`src/rtl/display_mux.sv`:
```
// display_mux: synchronises TMS1000 R/O outputs into per-digit RAM and scans it onto a common-cathode 7-seg display (DISPLAY_MUX_PERSIST_EN keeps digits after their strobe drops).
// Latency: input change to digit_ram 4 raw_clk edges, to segments 5; all outputs registered.
// Backpressure: none; free-running scan, inputs sampled every cycle.
module display_mux #(
  parameter int DIGITS       = 8,
  parameter int REFRESH_DIV  = 12000,
  parameter int BLANK_CYCLES = 16
) (
  input  logic              raw_clk,
  input  logic              button_reset,
  input  logic [10:0]       pins_r,
  input  logic [7:0]        pins_o,
  output logic [DIGITS-1:0] digit_sel,
  output logic [7:0]        segments,
  output logic              frame_done
);

  localparam int CNT_MAX = (REFRESH_DIV > BLANK_CYCLES) ? REFRESH_DIV : BLANK_CYCLES;
  localparam int CW      = (CNT_MAX > 1) ? $clog2(CNT_MAX) : 1;
  localparam int IW      = (DIGITS > 1) ? $clog2(DIGITS) : 1;

  localparam logic [CW-1:0] BLANK_LAST = CW'(BLANK_CYCLES - 1);
  localparam logic [CW-1:0] DRIVE_LAST = CW'(REFRESH_DIV - 1);
  localparam logic [IW-1:0] IDX_LAST   = IW'(DIGITS - 1);

  typedef enum logic {ST_BLANK = 1'b0, ST_DRIVE = 1'b1} state_t;

  logic [DIGITS-1:0] r_s1, r_s2, r_s3;
  logic [7:0]        o_s1, o_s2, o_s3;
  logic              stable;
  logic [7:0]        digit_ram [DIGITS];

  state_t            state, state_nxt;
  logic [CW-1:0]     cnt, cnt_nxt;
  logic [IW-1:0]     idx, idx_nxt;
  logic              wrap;

  logic [DIGITS-1:0] sel_nxt;
  logic [7:0]        seg_nxt;
  logic              fd_nxt;

  generate
    if (DIGITS < 11) begin : g_unused_r
      logic unused_r_hi;
      assign unused_r_hi = ^pins_r[10:DIGITS];
    end
  endgenerate

  always_ff @(posedge raw_clk or negedge button_reset) begin
    if (!button_reset) begin
      r_s1 <= '0;
      r_s2 <= '0;
      r_s3 <= '0;
      o_s1 <= '0;
      o_s2 <= '0;
      o_s3 <= '0;
    end else begin
      r_s1 <= pins_r[DIGITS-1:0];
      r_s2 <= r_s1;
      r_s3 <= r_s2;
      o_s1 <= pins_o;
      o_s2 <= o_s1;
      o_s3 <= o_s2;
    end
  end

  // Two matching samples reject any glitch shorter than two raw_clk cycles.
  assign stable = (r_s2 == r_s3) && (o_s2 == o_s3);

  always_ff @(posedge raw_clk or negedge button_reset) begin
    if (!button_reset) begin
      for (int i = 0; i < DIGITS; i++) digit_ram[i] <= '0;
    end else if (stable) begin
      for (int i = 0; i < DIGITS; i++) begin
        if (r_s3[i]) begin
          digit_ram[i] <= o_s3;
        end
`ifndef DISPLAY_MUX_PERSIST_EN
        else begin
          digit_ram[i] <= '0;
        end
`endif
      end
    end
  end

  always_ff @(posedge raw_clk or negedge button_reset) begin
    if (!button_reset) begin
      state <= ST_BLANK;
      cnt   <= '0;
      idx   <= '0;
    end else begin
      state <= state_nxt;
      cnt   <= cnt_nxt;
      idx   <= idx_nxt;
    end
  end

  always_comb begin
    state_nxt = state;
    cnt_nxt   = cnt + CW'(1);
    idx_nxt   = idx;
    wrap      = 1'b0;
    case (state)
      ST_BLANK: begin
        if (cnt == BLANK_LAST) begin
          state_nxt = ST_DRIVE;
          cnt_nxt   = '0;
        end
      end
      ST_DRIVE: begin
        if (cnt == DRIVE_LAST) begin
          state_nxt = ST_BLANK;
          cnt_nxt   = '0;
          if (idx == IDX_LAST) begin
            idx_nxt = '0;
            wrap    = 1'b1;
          end else begin
            idx_nxt = idx + IW'(1);
          end
        end
      end
      default: begin
        state_nxt = ST_BLANK;
        cnt_nxt   = '0;
        idx_nxt   = '0;
      end
    endcase
  end

  // Outputs are decoded from the next state so the registered pins track the FSM cycle-for-cycle.
  always_comb begin
    sel_nxt = '1;
    seg_nxt = '0;
    fd_nxt  = wrap;
    if (state_nxt == ST_DRIVE) begin
      sel_nxt = ~(DIGITS'(1) << idx_nxt);
      seg_nxt = digit_ram[idx_nxt];
    end
  end

  always_ff @(posedge raw_clk or negedge button_reset) begin
    if (!button_reset) begin
      digit_sel  <= '1;
      segments   <= '0;
      frame_done <= 1'b0;
    end else begin
      digit_sel  <= sel_nxt;
      segments   <= seg_nxt;
      frame_done <= fd_nxt;
    end
  end

endmodule

```
`config.mk`:
```
export PLATFORM = sky130hd
export DESIGN_NAME = display_mux
export DESIGN_NICKNAME = d
export VERILOG_FILES = /design/src/rtl/display_mux.sv
export SDC_FILE = /design/constraint.sdc
export NUM_CORES = 1
export LEC_CHECK = 0
export CAP_MARGIN = 25
export CORE_UTILIZATION = 50
export CTS_CLUSTER_DIAMETER = 50
export DETAILED_ROUTE_END_ITERATION = 12
export DONT_BUFFER_PORTS = 1
export GPL_TIMING_DRIVEN = 0
export PLACE_DENSITY_LB_ADDON = 0.2
export SETUP_SLACK_MARGIN = 0.05
export SLEW_MARGIN = 10
export SYNTH_ARGS = -nofsm -noshare
export SYNTH_HDL_FRONTEND = slang
export SYNTH_SLANG_ARGS = --single-unit
```
`constraint.sdc`:
```
create_clock -name raw_clk -period 3.45 [get_ports raw_clk]
set_input_delay 0.345 -clock raw_clk [delete_from_list [all_inputs] [get_ports raw_clk]]
set_output_delay 0.345 -clock raw_clk [all_outputs]
set_load 0.01 [all_outputs]
```
==> impl_metrics.csv <==
group,metric,value,unit
placement,hpwlAfterDp,7.90,mm
power,p_per_area,541,mW/mm²
floorplan,io_pins,38,
sta,hold_violations,147,
placement,gp_congestion,0.832,
logic_synthesis,avgSynthCellArea,10.4,µm²
clock_network,cts_setup_buffers,0,
critical_path,path_max_fanout,10,
clock_network,ctsHtreeMaxLevel,4,
global_route,grt_usage,0.229,
sta,tightest_slew,0.796,ns
power,max-vdd-ir-drop,0.000692,V
logic_synthesis,postSynth.asyncResetShare,1.00,
final_layout,final_util,0.592,
logic_synthesis,synth_warnings,0,
sta,fmax,0.326,GHz
clock_network,post_cts_resize_count,0,
logic_synthesis,netlist_instances,562,
detailed_routing,wire_per_inst,16.5,µm
clock_network,cts_buffers,17,
sta,setup_viol,0,
power,leakage,0.00308,µW
clock_network,cts_buffer_depth,2,
floorplan,die-area,0.0121,mm²
sta,relSlewSlack,0.469,
clock_network,cts.reportedPaths.clkPinSlew,0.06,ns
critical_path,startpoint_type,"flip-flop",
sta,slew_viol_final,0,
final_layout,layout_commonest_cell,"nand2_1",
critical_path,worst_ep_required_time,3.78,ns
outcome,outcome,"finished, violations left",
floorplan,core_area,0.0114,mm²
sta,post-route-period-util,0.890,
logic_synthesis,synth_edf_count,0,
sta,fin_hold_ws,-0.376,ns
detailed_routing,postRouteAntennaNets,0,
clock_network,root_buffer,"clkbuf_16",
critical_path,arrival,3.40,ns
floorplan,num_rows,39,
sta,finalSetupTns,0,ns
detailed_routing,drt_iter0_markers,342,
clock_network,tritoncts,"built",
logic_synthesis,netlist-cell-type-count,29,
floorplan,die_x,110,µm
job,maxCapViolations,0,
clock_network,worstSkewPairLatency,0.42,ns
global_route,first_global_vias,3872,
global_route,antenna_found_initial,0,
detailed_routing,totalWireLength,12.4,mm
logic_synthesis,netlist_area,0.00584,mm²
outcome,violations,"hold timing",
detailed_routing,drc,0,
critical_path,reg2reg_from,"cnt[0]",
global_route,grt_max_degree,148,
worst_hold_path,min_path_type,"in -> async",
final_layout,fillers,985,
global_route,overflow,0,
sta,period_needed,3.07,ns
detailed_routing,first_pass_iters,5,
critical_path,worstSetupEndpointType,"flip-flop",
sta,finClkSkew,0.0105,ns
detailed_routing,via_per_inst,5.39,
critical_path,crit_start,"cnt[0]",
final_layout,nets,621,
floorplan,dieHeight,110,µm
clock_network,cts.sinks,147,
clock_network,cts_hold_buf,16,
critical_path,rr_endpoint,"segments[1]",
critical_path,critPathKind,"reg -> reg",
final_layout,area_delta_synth_final,15.8,%
logic_synthesis,yosys_register_bits,147,
final_layout,drive_above_1_share,0.0672,
logic_synthesis,ys_seq_area_frac,0.632,
logic_synthesis,syn_nets,586,
floorplan,start_util,0.511,
sta,grt_setup_unrepaired,"no",
placement,port-buffer-count,0,
critical_path,rrSetupSlack,0.38,ns
logic_synthesis,ys.flop_type,"dfrtp_1",
final_layout,diodes,0,
critical_path,reg2regPathDepth,7,
global_route,grt_pass1_wl,19.9,mm
detailed_routing,via_count,4061,
final_layout,layout_common_cells,"nand2_1 (166), dfrtp_1 (139), o21ai_0 (65)",
==> state kept, by name, indices dropped and copies added, names as in the netlist, 8 cells and up <==
signal     count
r_s3           8
cnt           14
digit_sel      8
r_s2           8
r_s1           8
o_s2           8
o_s1           8
o_s3           8
segments       8
digit_ram     64
==> metal layers <==
metal / up-vias / GRT usage / share of wire
li1: 1929 / - / -
met1: 1973 / 0.302 / 0.44
met2: 141 / 0.359 / 0.48
met3: 18 / 0.0588 / 0.060
met4: 0 / 0.0952 / 0.018
met5: - / 0 / 0
==> worst max path at each step <==
stage                     slack [ns]     endpoint  depth (start not counted)
after CTS                       0.37  segments[1]                          7
after global placement          0.44  segments[1]                          7
after detailed placement        0.39  segments[1]                          7
final                           0.38  segments[1]                          7
after floorplan                 1.03  segments[0]                          6
after global routing            0.23  segments[4]                          7
==> layout make-up <==
type	count	area (µm²)	share of cell area
Sequential cell	147	3690	0.546
Multi-Input combinational cell	366	1950	0.288
Clock buffer	27	483	0.0715
Tap cell	143	179	0.0265
Buffer	42	173	0.0256
Timing Repair Buffer	16	160	0.0237
Clock inverter	5	100	0.0148
Inverter	7	26.3	0.00389
==> critical path, cell delays in order (launching register included) <==
cell	delay (ns)
dfrtp_1	0.38
ha_1	0.20
nand3_1	0.24
nor4_4	0.48
mux2i_1	0.44
clkbuf_1	0.65
mux2i_1	0.37
a32o_1	0.23
==> metrics by stage <==
step | power [µW] | area [µm²] | worst slack (ns) | instances
3_5_place_dp | 1860 | 6010 | 0.392 | 705
5_1_grt | 3770 | 6760 | 0.232 | 753
6_report | 3660 | 6760 | 0.378 | 753
3_3_place_gp | 1860 | 6010 | 0.444 | 705
2_1_floorplan | 1840 | 5840 | 1.03 | 562
4_1_cts | 3700 | 6760 | 0.367 | 753
==> kinds of logic (layout without fill, tap and decap cells) <==
group                    after synthesis  in the layout  synth area share
XOR/XNOR                              27             27            0.0405
flip-flops                           147            147             0.632
buffers and inverters                 49             97            0.0341
AND/OR/NAND/NOR                      233            233             0.167
adder cells (fa/ha/maj)                3              3           0.00643
AO/OA/AOI/OAI                         76             76            0.0733
multiplexers                          27             27            0.0465
==> power breakdown <==
group,leakage (µW),switching (µW),internal [µW],total [µW]
Clock,0.000284,638,1170,1810
Combinational,0.000900,49.6,31.8,81.5
Sequential,0.00190,10.6,1750,1770
Total,0.00308,698,2960,3660
==> Yosys cell counts (2+ instances only) <==
| cell type | n | area [µm²] |
|---|---|---|
| nand2_1 | 166 | 623 |
| dfrtp_1 | 139 | 3480 |
| o21ai_0 | 65 | 325 |
| clkbuf_1 | 30 | 113 |
| nand3_1 | 29 | 145 |
| mux2i_1 | 26 | 260 |
| xor2_1 | 26 | 228 |
| nor2_1 | 17 | 63.8 |
| a32o_1 | 8 | 80.1 |
| dfstp_2 | 8 | 210 |
| buf_1 | 7 | 26.3 |
| inv_1 | 6 | 22.5 |
| nand4_1 | 6 | 37.5 |
| nor4_1 | 6 | 37.5 |
| buf_2 | 3 | 15.0 |
| ha_1 | 3 | 37.5 |
| nor3_1 | 3 | 15.0 |
| and3_1 | 2 | 12.5 |
| or3_1 | 2 | 12.5 |
(Power assumes the default switching activity.)
